`src/rtl/dmem_mmio_bridge.sv`:
```
// dmem_mmio_bridge
//   Sits between the processor data port and dmem. Ordinary loads and stores
//   pass straight through. A 16-word window at MMIO_BASE is handled locally and
//   holds three registers:
//     offset 0x0 TX_DATA : write pushes a byte into the transmit FIFO; read
//                          peeks at the head byte (0 when empty)
//     offset 0x1 STATUS  : {count[8:3], overflow[2], full[1], empty[0]};
//                          writing 1 to bit 2 clears the sticky overflow flag
//     offset 0x2 CYCLE   : free-running 32-bit counter; a write loads it
//   The FIFO drains through a valid/ready byte stream.
//
// Ports
//   clock, reset               processor clock, async active-low reset
//   proc_address/data/wren     processor data-port request
//   proc_q                     read data back to the processor
//   dmem_address/data/wren     request forwarded to dmem
//   dmem_q                     read data from dmem
//   tx_data, tx_valid          FIFO head byte stream
//   tx_ready                   consumer accepts the head byte
//
// Stream handshake: a byte moves on every rising edge where tx_valid and
// tx_ready are both 1. tx_valid/tx_data come only from registered state, and
// the head byte stays put while tx_valid=1 and tx_ready=0.
module dmem_mmio_bridge #(
    parameter int          FIFO_DEPTH = 4,
    parameter logic [11:0] MMIO_BASE  = 12'hFF0
) (
    input  logic        clock,
    input  logic        reset,
    input  logic [11:0] proc_address,
    input  logic [31:0] proc_data,
    input  logic        proc_wren,
    output logic [31:0] proc_q,
    output logic [11:0] dmem_address,
    output logic [31:0] dmem_data,
    output logic        dmem_wren,
    input  logic [31:0] dmem_q,
    output logic [7:0]  tx_data,
    output logic        tx_valid,
    input  logic        tx_ready
);

    localparam int AW = (FIFO_DEPTH > 1) ? $clog2(FIFO_DEPTH) : 1;
    localparam int CW = AW + 1;
    localparam logic [AW-1:0] PTR_ONE  = AW'(1);
    localparam logic [CW-1:0] CNT_ONE  = CW'(1);
    localparam logic [CW-1:0] CNT_FULL = CW'(FIFO_DEPTH);

    logic [7:0]    mem [FIFO_DEPTH];
    logic [AW-1:0] rd_ptr;
    logic [AW-1:0] wr_ptr;
    logic [CW-1:0] count;
    logic          overflow;
    logic [31:0]   cycle;

    logic          hit;
    logic [3:0]    offset;
    logic          empty;
    logic          full;
    logic          push_req;
    logic          push_ok;
    logic          pop;
    logic          ovf_event;
    logic          ovf_clear;
    logic          cycle_wr;
    logic [5:0]    count_field;
    logic [31:0]   status;
    logic [31:0]   mmio_rdata;

    assign hit    = (proc_address[11:4] == MMIO_BASE[11:4]);
    assign offset = proc_address[3:0];

    assign dmem_address = proc_address;
    assign dmem_data    = proc_data;
    assign dmem_wren    = proc_wren & ~hit;

    assign empty    = (count == '0);
    assign full     = (count == CNT_FULL);
    assign tx_valid = ~empty;
    // Storage is not reset, so mask the head byte when nothing is queued.
    assign tx_data  = tx_valid ? mem[rd_ptr] : 8'h00;

    assign pop       = tx_valid & tx_ready;
    assign push_req  = proc_wren & hit & (offset == 4'h0);
    // A full FIFO still accepts a push when the head leaves in the same cycle.
    assign push_ok   = push_req & (~full | pop);
    assign ovf_event = push_req & full & ~pop;
    assign ovf_clear = proc_wren & hit & (offset == 4'h1) & proc_data[2];
    assign cycle_wr  = proc_wren & hit & (offset == 4'h2);

    assign count_field = 6'(count);
    assign status      = {23'b0, count_field, overflow, full, empty};

    always_comb begin
        mmio_rdata = 32'h0;
        case (offset)
            4'h0:    mmio_rdata = {24'b0, tx_data};
            4'h1:    mmio_rdata = status;
            4'h2:    mmio_rdata = cycle;
            default: mmio_rdata = 32'h0;
        endcase
    end

    assign proc_q = hit ? mmio_rdata : dmem_q;

    always_ff @(posedge clock) begin
        if (push_ok) begin
            mem[wr_ptr] <= proc_data[7:0];
        end
    end

    always_ff @(posedge clock or negedge reset) begin
        if (!reset) begin
            rd_ptr <= '0;
            wr_ptr <= '0;
            count  <= '0;
        end else begin
            if (push_ok) begin
                wr_ptr <= wr_ptr + PTR_ONE;
            end
            if (pop) begin
                rd_ptr <= rd_ptr + PTR_ONE;
            end
            case ({push_ok, pop})
                2'b10:   count <= count + CNT_ONE;
                2'b01:   count <= count - CNT_ONE;
                default: count <= count;
            endcase
        end
    end

    // A new overflow wins over a clear landing in the same cycle.
    always_ff @(posedge clock or negedge reset) begin
        if (!reset) begin
            overflow <= 1'b0;
        end else if (ovf_event) begin
            overflow <= 1'b1;
        end else if (ovf_clear) begin
            overflow <= 1'b0;
        end
    end

    always_ff @(posedge clock or negedge reset) begin
        if (!reset) begin
            cycle <= 32'h0;
        end else if (cycle_wr) begin
            cycle <= proc_data;
        end else begin
            cycle <= cycle + 32'd1;
        end
    end

endmodule

```
`config.mk`:
```
export PLATFORM = sky130hd
export DESIGN_NAME = dmem_mmio_bridge
export DESIGN_NICKNAME = d
export VERILOG_FILES = /design/src/rtl/dmem_mmio_bridge.sv
export SDC_FILE = /design/constraint.sdc
export NUM_CORES = 1
export LEC_CHECK = 0
export BUFFER_PORTS_ARGS = -buffer_cell sky130_fd_sc_hd__buf_2
export CORE_AREA = 2 2 123 77
export DETAILED_ROUTE_END_ITERATION = 10
export DIE_AREA = 0 0 125 79
export GPL_TIMING_DRIVEN = 0
export MAX_ROUTING_LAYER = met4
export PLACE_DENSITY = 0.8
export RECOVER_POWER = 50
export SETUP_SLACK_MARGIN = 0.02
export SLEW_MARGIN = 20
export SYNTH_ARGS = -nofsm -noshare
export SYNTH_HDL_FRONTEND = slang
export SYNTH_SLANG_ARGS = --single-unit
```
`constraint.sdc`:
```
create_clock -name clock -period 2.5 [get_ports clock]
set_input_delay 0.25 -clock clock [delete_from_list [all_inputs] [get_ports clock]]
set_output_delay 0.25 -clock clock [all_outputs]
set_load 0.05 [all_outputs]
```
After elaboration in Yosys (flattened, before gate mapping)
Memory sizes are Yosys's and may differ from the RTL's.
Index checks and enable logic that the tools add are counted.
{ "classes": {"n_addsub": 5, "n_eq_ne": 6, "muxes": 9, "n_bitwise": 15, "reduce_logical": 4} }
{ "op_table": {"columns": ["operator", "count"], "rows": [
  ["$pmux 32 s3", 1],
  ["$mux 32", 2],
  ["$add 32x1->32 const B", 1],
  ["$and 1x1->1", 10],
  ["$eq 8x8->1 const B", 1],
  ["$mux 8", 1],
  ["$pmux 3 s2", 1],
  ["$add 2x1->2 const B", 2],
  ["$eq 4x1->1 const B", 1],
  ["$eq 4x2->1 const B", 1],
  ["$logic_not 4->1", 1],
  ["$mux 1", 4],
  ["$not 1->1", 4],
  ["$reduce_bool 2->1", 2],
  ["$add 3x1->3 const B", 1],
  ["$eq 3x3->1 const B", 1],
  ["$logic_not 3->1", 1],
  ["$sub 3x1->3 const B", 1],
  ["$eq 2x1->1 const B", 1],
  ["$eq 2x2->1 const B", 1],
  ["$or 1x1->1", 1]
]} }
{ "word_totals": {"ff_bits": 40, "ramBits": 32, "in_bits": 80, "out_inout_bits": 86, "wordCells": 45, "mem_count": 1} }
{ "mem_list": {"columns": ["name", "depth", "width", "read_ports", "rd_ports_with_merged_regs", "write_ports", "line", "source"], "rows": [
  ["mem", 4, 8, 1, 0, 1, "49", "logic [7:0] mem [FIFO_DEPTH];"]
]} }

Logic depth before layout (Yosys ltp)
Gate-level depths: netlist of the first run.
{ "depth": {"ltp_word": 7, "depth_mapped": 8, "ltp_nobuf": 8} }

Least setup slack after synthesis of the first run
Ideal clock, no wire load.
{ "synth_path": {"path_kind": "register to output", "startpoint": "register count[2]", "endpoint": "output port proc_q[6]", "arrival_time_ns": 2.926, "t_required_ns": 2.250, "path_slack_ns": -0.676, "stages_incl_launch_ff": 7, "n_path_buf": 1, "path_cell_list": "dfrtp_1 nor3_1 inv_1 clkbuf_1 and2_1 a32oi_1 o21ai_0"} }
{ "synth_via": {"elab_chain_len": 4} }
{ "synth_rtl": {"columns": ["item", "line", "source"], "rows": [
  ["start, declared", "52", "logic [CW-1:0] count;"],
  ["start signal, assigned", "125", "2'b10: count <= count + CNT_ONE;"],
  ["start signal, assigned", "126", "2'b01: count <= count - CNT_ONE;"],
  ["start signal, assigned", "127", "default: count <= count;"],
  ["$logic_not 3->1", "77", "assign empty = (count == '0);"],
  ["$mux 8", "81", "assign tx_data = tx_valid ? mem[rd_ptr] : 8'h00;"],
  ["via tx_data[6]", "38", "output logic [7:0] tx_data,"],
  ["$pmux 32 s3", "96", "case (offset)"],
  ["$mux 32", "104", "assign proc_q = hit ? mmio_rdata : dmem_q;"],
  ["end, declared", "33", "output logic [31:0] proc_q,"]
]} }
The timed path passes the listed nets, and every way through them passes these cells.

Worst setup path in the final report of the first run
{ "layout_path": {"startpoint": "input port proc_address[1]", "endpoint": "output port proc_q[30]"} }
{ "layout_via": {"elab_chain_len": 3, "word_cells_on_any_way": 5, "cone_classes": "2 x eq/ne; 2 x mux; 1 x reduce/logical"} }
{ "layout_rtl": {"columns": ["item", "line", "source"], "rows": [
  ["start, declared", "30", "input logic [11:0] proc_address,"],
  ["$eq 4x2->1 (tied with other cells)", "96", null],
  ["$pmux 32 s3 (*)", "96", null],
  ["$mux 32 (*)", "104", null]
]} }
Mark *: on every way between the ends. The rest lies on a longest branch, timed or not.

==> results of run 1 <==
-- metal layers --
metal  share of wire (%)  up-vias
met5                   0        -
met4                0.34        0
met3                 9.6        4
met2                  46      228
met1                  44     1887
li1                    -     1893
-- how the worst min path moves through the flow --
stage                       start   endpoint
finish              proc_data[25]  cycle[25]
global route        proc_data[15]  cycle[15]
CTS                         reset  wr_ptr[0]
detailed placement          reset  wr_ptr[0]
global placement            reset  wr_ptr[1]
floorplan                   reset   count[0]
-- stage by stage --
step,hold slack [ns],instances,utilization [%],total power [mW],setup WS (ns)
finish,0.146,753,62.8,4.27,0.144
floorplan,-0.0456,457,-,2.60,0.0235
detailed placement,0.439,738,59.7,3.00,-0.279
global placement,0.422,738,59.7,2.96,-0.231
global route,0.139,753,62.8,4.46,0.0387
CTS,0.0902,753,63.1,4.26,0.0272
-- cells by family (layout without fill, tap and decap cells) --
family / Yosys count / in the layout / synth area share (%)
simple gates: 202 / 202 / 22.0
buf+inv: 74 / 254 / 10.4
flops: 72 / 72 / 45.6
compound gates: 56 / 56 / 7.70
xor+xnor: 34 / 34 / 6.92
mux: 13 / 13 / 5.46
fa+ha+maj: 6 / 6 / 1.92
-- cell usage after synthesis, drive strengths merged --
master	number
a21o	2
a21oi	1
a22o	4
a22oi	6
a32o	1
a32oi	3
and2	16
and3	5
and4	3
buf	48
clkbuf	19
dfrtp	40
edfxtp	32
fa	1
ha	5
inv	7
mux2	4
mux2i	1
mux4	8
nand2	95
nand3	42
nand3b	1
nand4	12
nand4b	1
nor2	13
nor2b	3
nor3	6
o21ai	39
or2	1
or3	2
or4	2
xnor2	12
xor2	22
-- report_power, final --
part	total [mW]	leakage [nW]	switching, mW	internal, mW
Sequential	1.50	0.692	0.170	1.33
Combinational	1.52	1.49	1.00	0.515
Clock	1.26	0.147	0.549	0.707
Total	4.27	2.33	1.72	2.55
-- registers in the layout, indices dropped and copies added, names as in the netlist --
register  cells
wr_ptr        2
rd_ptr        2
overflow      1
cycle        32
mem          32
count         3
-- worst register-to-register path, stage by stage, from the launching register on --
cell and delay (ns):
dfrtp_1 0.44, ha_1 0.23, nand3_1 0.21, nor3_2 0.65
nand3_1 0.17, xor2_1 0.17, o21ai_0 0.20
-- area by class of cell --
class	count	share of cell area, %
Inverter	7	0.473
Multi-Input combinational cell	311	34.9
Clock buffer	9	4.05
Timing Repair Buffer	165	13.7
Tap cell	116	2.61
Sequential cell	72	35.3
Buffer	66	7.72
Clock inverter	7	1.24
-- what timing repair did --
| action | 4_1_cts | 5_1_grt |
|---|---|---|
| hold buffers | 0 | 0 |
| resized for setup | 6 | 10 |
| buffers inserted | 0 | 0 |
| pin swaps | 0 | 0 |
| endpoints found under the setup margin | 35 | 65 |
| gates cloned | 0 | 0 |
==> run_results.csv, run 1 <==
group,metric,value,unit
floorplan,rows,27,
sta,fin_crit_sh,94.2,%
sta,worst_pin_slew,2.23,ns
final_layout,multi_input_area,1940,µm²
placement,port_buffers,165,
critical_path,cp.arrival,2.11,ns
critical_path,cpMaxStageDelayCell,"clkbuf_1",
logic_synthesis,synth_top_cell_area_share,23.3,%
pwr,power_leakage,2.33,nW
sta,rsz0062_at_grt,"false",
grt,grt_usage,25.2,%
grt,use_met3,5.12,%
logic_synthesis,synthesis.nets,543,
worst_hold_path,hold-path-cell-count,3,
final_layout,nFillCells,743,
final_layout,regArea,1960,µm²
final_layout,finalNetCount,718,
routing,via_per_inst,5.33,
logic_synthesis,yosysSeqAreaShare,45.6,%
critical_path,cp.required,2.25,ns
routing,drtPass1Iterations,5,
final_layout,area_delta_synth_final,29.1,%
logic_synthesis,synthesis.area,4300,µm²
floorplan,dieArea,9880,µm²
pwr,ir_drop,334,µV
critical_path,crit_end,"proc_q[30]",
flow_run,maxCapViolCount,1,
floorplan,die_h,79,µm
routing,post_drt_wl_per_cell,16.2,µm
critical_path,crit_type,"in2out",
sta,slew_headroom,-48.8,%
sta,drv_slew,41,
routing,dr_total_vias,4012,
logic_synthesis,yosys.area.top_type,"dfrtp_1",
routing,wl,12200,µm
grt,grtUsageMet2,39.9,%
critical_path,path_buf_inv,4,
critical_path,setup.worst_path.start_class,"input port",
critical_path,rr_startpoint,"cycle[0]",
critical_path,crit_start,"proc_address[1]",
critical_path,rrSetupSlack,0.32,ns
floorplan,initial_utilization,48.6,%
sta,tns,0,ns
clocking,clk_latency,0.33,ns
logic_synthesis,synth.distinct_cells,34,
sta,finalHoldViolCount,0,
clocking,cts_buffers,9,
critical_path,timing.critical_path.cells,"buf_2, nor2b_2, and2_1, clkbuf_1, clkbuf_2, nand3_1, nand2_1, buf_2",
final_layout,antenna_cells,0,
final_layout,layout_commonest_cell,"buf_2",
final_layout,layout_common_cells,"buf_2 (116), nand2_1 (95), clkbuf_1 (66)",
routing,drtIter0Drc,300,
sta,period_minus_slack,2.36,ns
critical_path,cp_max_fo,10,
placement,gp_congestion,0.921,
placement,place_area,5280,µm²
routing,postRouteAntennaNets,0,
final_layout,drive_gt1_share,32.3,%
placement,dpl.hpwl,9150,µm
logic_synthesis,yosysWarnings,0,
logic_synthesis,synth.avg_cell_area,9.42,µm²
critical_path,reg2reg_to,"cycle[18]",
sta,fmax,425,MHz
run_status,failed_checks,"max-capacitance violations, max-slew violations",
final_layout,fin_area,5560,µm²
critical_path,reg2reg_depth,6,
clocking,root_buffer,"clkbuf_16",
grt,busiest_layer,"met2",
critical_path,critPathMaxStageDelay,0.40,ns
grt,grt_max_degree,41,
critical_path,crit_top_cell,"buf_2",
sta,setup_viol,0,
worst_hold_path,hp-class,"in2reg",
critical_path,endpoint_kind,"output port",
run_status,outcome,"finished with violations",
floorplan,coreArea,8850,µm²
clocking,cts_sinks,72,
sta,skew,0.00888,ns
logic_synthesis,syn_inst,457,
grt,antenna_found_initial,0,
clocking,tritoncts,"built",
routing,drc,0,
grt,first_global_vias,3876,
critical_path,crit_family,"buffers and inverters",
floorplan,die_w,125,µm
clocking,cts_max_level,3,
clocking,clkTransAtPathRegs,0.06,ns
clocking,cts_buffer_depth,2,
pwr,pwr_density_cell,769,nW/µm²
grt,overflow,0,
floorplan,num_io_pins,166,
logic_synthesis,ys_ff_latch,72,
critical_path,crit_cells,8,
grt,grt_pass1_wl,19100,µm
grt,gr-usage-met1,34.1,%
logic_synthesis,synthTopCellsByArea,"dfrtp_1 (23%), edfxtp_1 (22%), nand2_1 (8.3%)",
Power figures use the tool's default switching activity.
==> run 2: changes to the inputs <==
--- a/config.mk
+++ b/config.mk
@@ -5,13 +5,14 @@
 export SDC_FILE = /design/constraint.sdc
 export NUM_CORES = 1
 export LEC_CHECK = 0
+export ABC_AREA = 1
 export BUFFER_PORTS_ARGS = -buffer_cell sky130_fd_sc_hd__buf_2
-export CORE_AREA = 2 2 123 77
+export CORE_AREA = 2 2 129 81
 export DETAILED_ROUTE_END_ITERATION = 10
-export DIE_AREA = 0 0 125 79
+export DIE_AREA = 0 0 131 83
 export GPL_TIMING_DRIVEN = 0
 export MAX_ROUTING_LAYER = met4
-export PLACE_DENSITY = 0.8
+export PLACE_DENSITY = 0.78
 export RECOVER_POWER = 50
 export SETUP_SLACK_MARGIN = 0.02
 export SLEW_MARGIN = 20
==> constraint.sdc (replaced) <==
create_clock -name clock -period 2.5 [get_ports clock]
set_input_delay 0.375 -clock clock [delete_from_list [all_inputs] [get_ports clock]]
set_output_delay 0.375 -clock clock [all_outputs]
set_load 0.05 [all_outputs]
==> run 2 against run 1 <==
The flow now finishes without violations. Critical path depth shrank 2. Area after synthesis grew 11%. Clock power grew 5%. Combinational power grew 24%. Utilization shrank 0.36 points. Power grew 8.5%. Global-route usage grew 3.4 points. Worst hold slack gained 0.093 ns. Via count grew 25%. Sequential share of layout area shrank 2.7 points. Register-to-register slack lost 0.24 ns. Flip-flop and latch count is the same. Critical endpoint is now mem[0][2]. Largest cell class is now multi-input combinational cells. Highest routed layer unchanged.
==> run_results.csv, run 2 <==
group,metric,value,unit
routing,dr_total_vias,5015,
critical_path,timing.critical_path.cells,"inv_1, nand3_2, nand2_1, nand2_1, nand3_2, nor2_1",
final_layout,drive_gt1_share,25.1,%
sta,fin_crit_sh,97.0,%
pwr,ir_drop,461,µV
final_layout,largestRegisters,"cycle: 32 flops, mem: 32 flops, count: 3 flops",
flow_run,maxCapViolCount,0,
logic_synthesis,synth_top_cell_area_share,21.0,%
sta,setup_slack,0.0754,ns
sta,worst_pin_slew,1.11,ns
grt,antenna_found_initial,0,
floorplan,die_w,131,µm
grt,grtUsageMet2,39.3,%
final_layout,finalNetCount,919,
grt,grt_usage,28.7,%
grt,use_met3,6.64,%
critical_path,cpMaxStageDelayCell,"nor2_1",
critical_path,path_buf_inv,1,
placement,place_area,5760,µm²
clocking,cts_sinks,72,
final_layout,area_delta_synth_final,26.3,%
routing,via_per_inst,5.15,
floorplan,die_h,83,µm
routing,drc,0,
floorplan,dieArea,10900,µm²
critical_path,crit_type,"reg2reg",
pwr,power_leakage,2.85,nW
clocking,root_buffer,"clkbuf_16",
clocking,cts_buffer_depth,2,
logic_synthesis,synth_edf_count,32,
floorplan,rows,28,
logic_synthesis,yosysWarnings,0,
critical_path,critPathMaxStageDelay,0.79,ns
grt,gr-usage-met1,42.9,%
sta,skew,0.00571,ns
worst_hold_path,hp-class,"in2async",
routing,wl,15000,µm
routing,postRouteAntennaNets,0,
critical_path,setup.worst_path.start_class,"register",
final_layout,layout_common_cells,"nand2_1 (224), buf_2 (112), nor2_1 (77)",
logic_synthesis,synth.most_common_cell,"nand2_1",
sta,tns,0,ns
logic_synthesis,yosysSeqAreaShare,41.2,%
final_layout,antenna_cells,0,
critical_path,cp_max_fo,9,
logic_synthesis,synthesis.area,4760,µm²
sta,finalHoldViolCount,0,
clocking,clk_latency,0.35,ns
sta,drv_slew,0,
clocking,cts_buffers,9,
logic_synthesis,syn_inst,657,
critical_path,cp.required,2.47,ns
logic_synthesis,synth.distinct_cells,30,
logic_synthesis,ys_ff_latch,72,
logic_synthesis,async_flop_share,55.6,%
clocking,post_cts.repair.setup_buffers,0,
sta,rsz0062_at_grt,"true",
logic_synthesis,synth-main-ff-cell,"dfrtp_1",
grt,busiest_layer,"met1",
grt,grt_max_degree,41,
critical_path,crit_family,"simple AND/OR/NAND/NOR gates",
logic_synthesis,synth_common_cells,"nand2_1 (224), nor2_1 (77), o21ai_0 (54), inv_1 (51), buf_4 (46)",
placement,pre_cts_ws,0.0744,ns
clocking,cts_hold_buf,0,
sta,fmax,412,MHz
run_status,outcome,"finished, final reports clean",
grt,overflow,0,
routing,drtIter0Drc,631,
grt,grt_pass1_wl,23000,µm
floorplan,initial_utilization,49.4,%
final_layout,layout_commonest_cell,"nand2_1",
sta,finalHoldWorstSlack,0.240,ns
critical_path,cp.arrival,2.39,ns
placement,port_buffers,165,
pwr,pwr_density_cell,771,nW/µm²
critical_path,endpoint_kind,"register",
final_layout,fin_area,6010,µm²
logic_synthesis,synth.avg_cell_area,7.25,µm²
routing,post_drt_wl_per_cell,15.4,µm
sta,slew_headroom,26.1,%
grt,first_global_vias,4463,
sta,setup_viol,0,
logic_synthesis,synthTopCellsByArea,"dfrtp_1 (21%), edfxtp_1 (20%), nand2_1 (18%)",
routing,drtPass1Iterations,5,
placement,gp_congestion,1.00,
floorplan,num_io_pins,166,
logic_synthesis,yosys.area.top_type,"dfrtp_1",
pwr,p_total,4.64,mW
logic_synthesis,synthesis.nets,743,
placement,dpl.hpwl,11700,µm
clocking,clkTransAtPathRegs,0.06,ns
sta,period_minus_slack,2.42,ns
clocking,cts_max_level,3,
floorplan,coreArea,9630,µm²
clocking,tritoncts,"built",
==> run 2: path summary, 6_finish.rpt <==
check	startpoint	endpoint	slack, ns	cells past startpoint
min	reset	cycle[16]	0.24	1
max in group asynchronous	reset	cycle[5]	1.59	1
max	count[1]	mem[0][2]	0.08	6
min reg2reg	overflow	overflow	0.51	2
max reg2reg	count[1]	mem[0][2]	0.08	6
min in group clock	proc_data[21]	cycle[21]	0.24	3
==> run 2: logic make-up after synthesis <==
logic type / after synthesis / synth area share [%]
AOI/OAI and AO/OA: 76 / 8.17
DFF: 72 / 41.2
adders and majority gates: 6 / 1.73
buffers and inverters: 118 / 13.6
and+or+nand+nor: 372 / 32.9
xor gates and xnor gates: 13 / 2.39
==> run 2: repair_timing <==
| action | CTS | global route |
|---|---|---|
| setup endpoints to repair | 0 | 7 |
| hold endpoints to repair | 0 | 0 |
| resized for setup | 0 | 13 |
==> run 2: cell type report <==
cell class / instances / area [µm²]
Fill cell: 925 / 3620
Multi-Input combinational cell: 467 / 2150
Sequential cell: 72 / 1960
Timing Repair Buffer: 165 / 774
Buffer: 61 / 437
Clock buffer: 9 / 225
Inverter: 57 / 214
Tap cell: 135 / 169
Clock inverter: 7 / 78.8
==> run 2: metrics by stage <==
step	instances	util [%]
after detailed placement	957	59.8
after floorplan	657	-
after CTS	973	62.9
after global routing	973	62.4
final	973	62.4
after global placement	957	59.8
==> run 2: layer usage <==
| metal | vias to the layer above | share of wire, % |
|---|---|---|
| met4 | 0 | 0.85 |
| met3 | 12 | 12 |
| met5 | - | 0 |
| met1 | 2274 | 45 |
| met2 | 313 | 42 |
| li1 | 2416 | - |
==> run 2: power by group <==
part | switching [mW] | leakage (nW) | total, mW | internal (mW)
combinational | 1.40 | 1.93 | 1.89 | 0.496
clock | 0.536 | 0.139 | 1.32 | 0.780
sequential | 0.0990 | 0.790 | 1.43 | 1.33
total | 2.03 | 2.85 | 4.64 | 2.60
==> run 3: changes to the inputs <==
--- a/config.mk
+++ b/config.mk
@@ -14,6 +14,7 @@
 export MAX_ROUTING_LAYER = met4
 export PLACE_DENSITY = 0.78
 export RECOVER_POWER = 50
+export REMOVE_ABC_BUFFERS = 1
 export SETUP_SLACK_MARGIN = 0.02
 export SLEW_MARGIN = 20
 export SYNTH_ARGS = -nofsm -noshare
==> run 3 against run 2 <==
Final area is 5.5% lower. Wire length is 9.3% lower. Worst setup slack better by 0.067 ns. Non-clock buffer count is 58 lower. Fmax is 2.9% higher. First-iteration DRC count is 28% lower. Critical endpoint is now proc_q[30]. Highest routed layer unchanged.
==> run_results.csv, run 3 (synthesized netlist as in run 2, its figures left out) <==
group,metric,value,unit
sta,fmax,424,MHz
placement,pre_cts_ws,-0.700,ns
critical_path,rr_startpoint,"count[2]",
routing,wl_met3,1200,µm
routing,m1WireLength,6300,µm
flow_run,maxCapViolCount,0,
clocking,root_buffer,"clkbuf_16",
critical_path,setup.worst_path.start_class,"input port",
pwr,p_int,2.75,mW
sta,setup_viol,0,
placement,port_buffers,165,
critical_path,crit_type,"in2out",
clocking,cts_max_level,3,
final_layout,fin_util,59.0,%
critical_path,reg2reg_to,"mem[2][3]",
floorplan,coreArea,9630,µm²
critical_path,reg2reg_depth,6,
worst_hold_path,hp-class,"in2async",
final_layout,largestRegisters,"cycle: 32 flops, mem: 32 flops, count: 3 flops",
sta,worst_pin_slew,0.959,ns
routing,dr_total_vias,4772,
sta,finalHoldViolCount,0,
routing,drtIter0Drc,454,
sta,slew_headroom,36.1,%
floorplan,initial_utilization,49.4,%
clocking,tritoncts,"built",
routing,drtPass1Iterations,5,
clocking,cts_buffers,9,
pwr,p_total,4.70,mW
sta,setup_slack,0.143,ns
clocking,cts_sinks,72,
clocking,clk_latency,0.34,ns
placement,dpl.hpwl,9980,µm
routing,postRouteAntennaNets,0,
run_status,outcome,"finished, final reports clean",
placement,place_area,5330,µm²
routing,via_per_inst,5.21,
pwr,ir_drop,446,µV
routing,drc,0,
sta,rsz0062_at_grt,"false",
floorplan,rows,28,
pwr,switching_share,41.5,%
pwr,comb_power_share,36.7,%
critical_path,cp.required,2.12,ns
grt,overflow,0,
final_layout,drive_gt1_share,21.3,%
routing,wl,13600,µm
critical_path,crit_start,"proc_address[9]",
placement,gp_congestion,0.917,
clocking,cts_hold_buf,0,
routing,dr.max_layer_used,"met4",
final_layout,area_delta_synth_final,19.4,%
critical_path,cp_max_fo,22,
critical_path,endpoint_kind,"output port",
final_layout,regArea,1970,µm²
floorplan,die_w,131,µm
floorplan,dieArea,10900,µm²
grt,grt_usage,25.5,%
sta,skew,0.0100,ns
final_layout,nFillCells,883,
final_layout,multi_input_area,2190,µm²
pwr,pwr-share-seq,31.5,%
critical_path,crit_end,"proc_q[30]",
routing,post_drt_wl_per_cell,14.8,µm
final_layout,fin_area,5680,µm²
grt,grt_max_degree,41,
critical_path,rrSetupSlack,0.23,ns
sta,period_minus_slack,2.36,ns
routing,wl_met2,5930,µm
final_layout,finalNetCount,862,
grt,antenna_found_initial,0,
sta,drv_slew,0,
grt,grt_pass1_wl,21100,µm
pwr,power_switching,1.95,mW
sta,fin_crit_sh,94.3,%
pwr,clockPowerShare,31.8,%
clocking,cts_buffer_depth,2,
clocking,clkTransAtPathRegs,0.06,ns
final_layout,layout_common_cells,"nand2_1 (223), buf_2 (113), nor2_1 (74)",
floorplan,num_io_pins,166,
pwr,power_leakage,2.61,nW
critical_path,cp.arrival,1.98,ns
grt,first_global_vias,4334,
pwr,pwr_density_cell,827,nW/µm²
floorplan,die_h,83,µm
final_layout,layout_commonest_cell,"nand2_1",
final_layout,antenna_cells,0,
==> run 3: layout make-up <==
| type | count | area share, % |
|---|---|---|
| sequential | 72 | 34.6 |
| clock inverter | 6 | 2.05 |
| inverter | 57 | 3.98 |
| tap | 135 | 2.97 |
| clock buffer | 10 | 4.03 |
| multi-input combinational | 468 | 38.5 |
| timing repair buffer | 168 | 13.8 |
==> run 3: critical path, stage by stage <==
cell	delay [ns]
buf_2	0.08
nand2_1	0.06
nor2_2	0.32
nand2_8	0.20
clkinvlp_4	0.15
nand2_2	0.22
o21ai_0	0.26
buf_2	0.30
==> run 3: metal layers <==
layer	GRT usage (%)	up-vias
met4	5.90	0
li1	-	2301
met5	-	-
met3	5.61	21
met1	36.4	2244
met2	37.3	206
==> run 3: how the worst min path moves through the flow <==
stage,end,cells after the start,slack [ns]
floorplan,count[0],0,0.08
finish,cycle[28],1,0.18
global route,cycle[16],1,0.25
CTS,cycle[22],1,0.23
global placement,overflow,2,0.47
detailed placement,overflow,2,0.48
==> run 3: what timing repair did <==
action | in CTS | in global routing
setup buffers | 1 | 2
pin swaps | 0 | 1
hold endpoints to repair | 0 | 0
cloned | 0 | 1
setup endpoints to repair | 32 | 46
gates resized for setup | 5 | 11
==> run 3: power by group through the flow <==
stage	Combinational (mW)	Sequential, mW	Clock, mW
final	1.73	1.48	1.49
after global routing	1.87	1.50	1.55
after CTS	1.67	1.48	1.49
after detailed placement	1.65	1.50	0
after global placement	1.63	1.50	0
after floorplan	1.11	1.45	0
==> run 3: per-stage QoR <==
step	TNS [ns]	std cells	hold slack, ns
6_report	0	916	0.178
2_1_floorplan	-11.26	596	0.0794
5_1_grt	0	916	0.254
3_5_place_dp	-22.12	896	0.476
3_3_place_gp	-18.25	896	0.466
4_1_cts	0	913	0.227
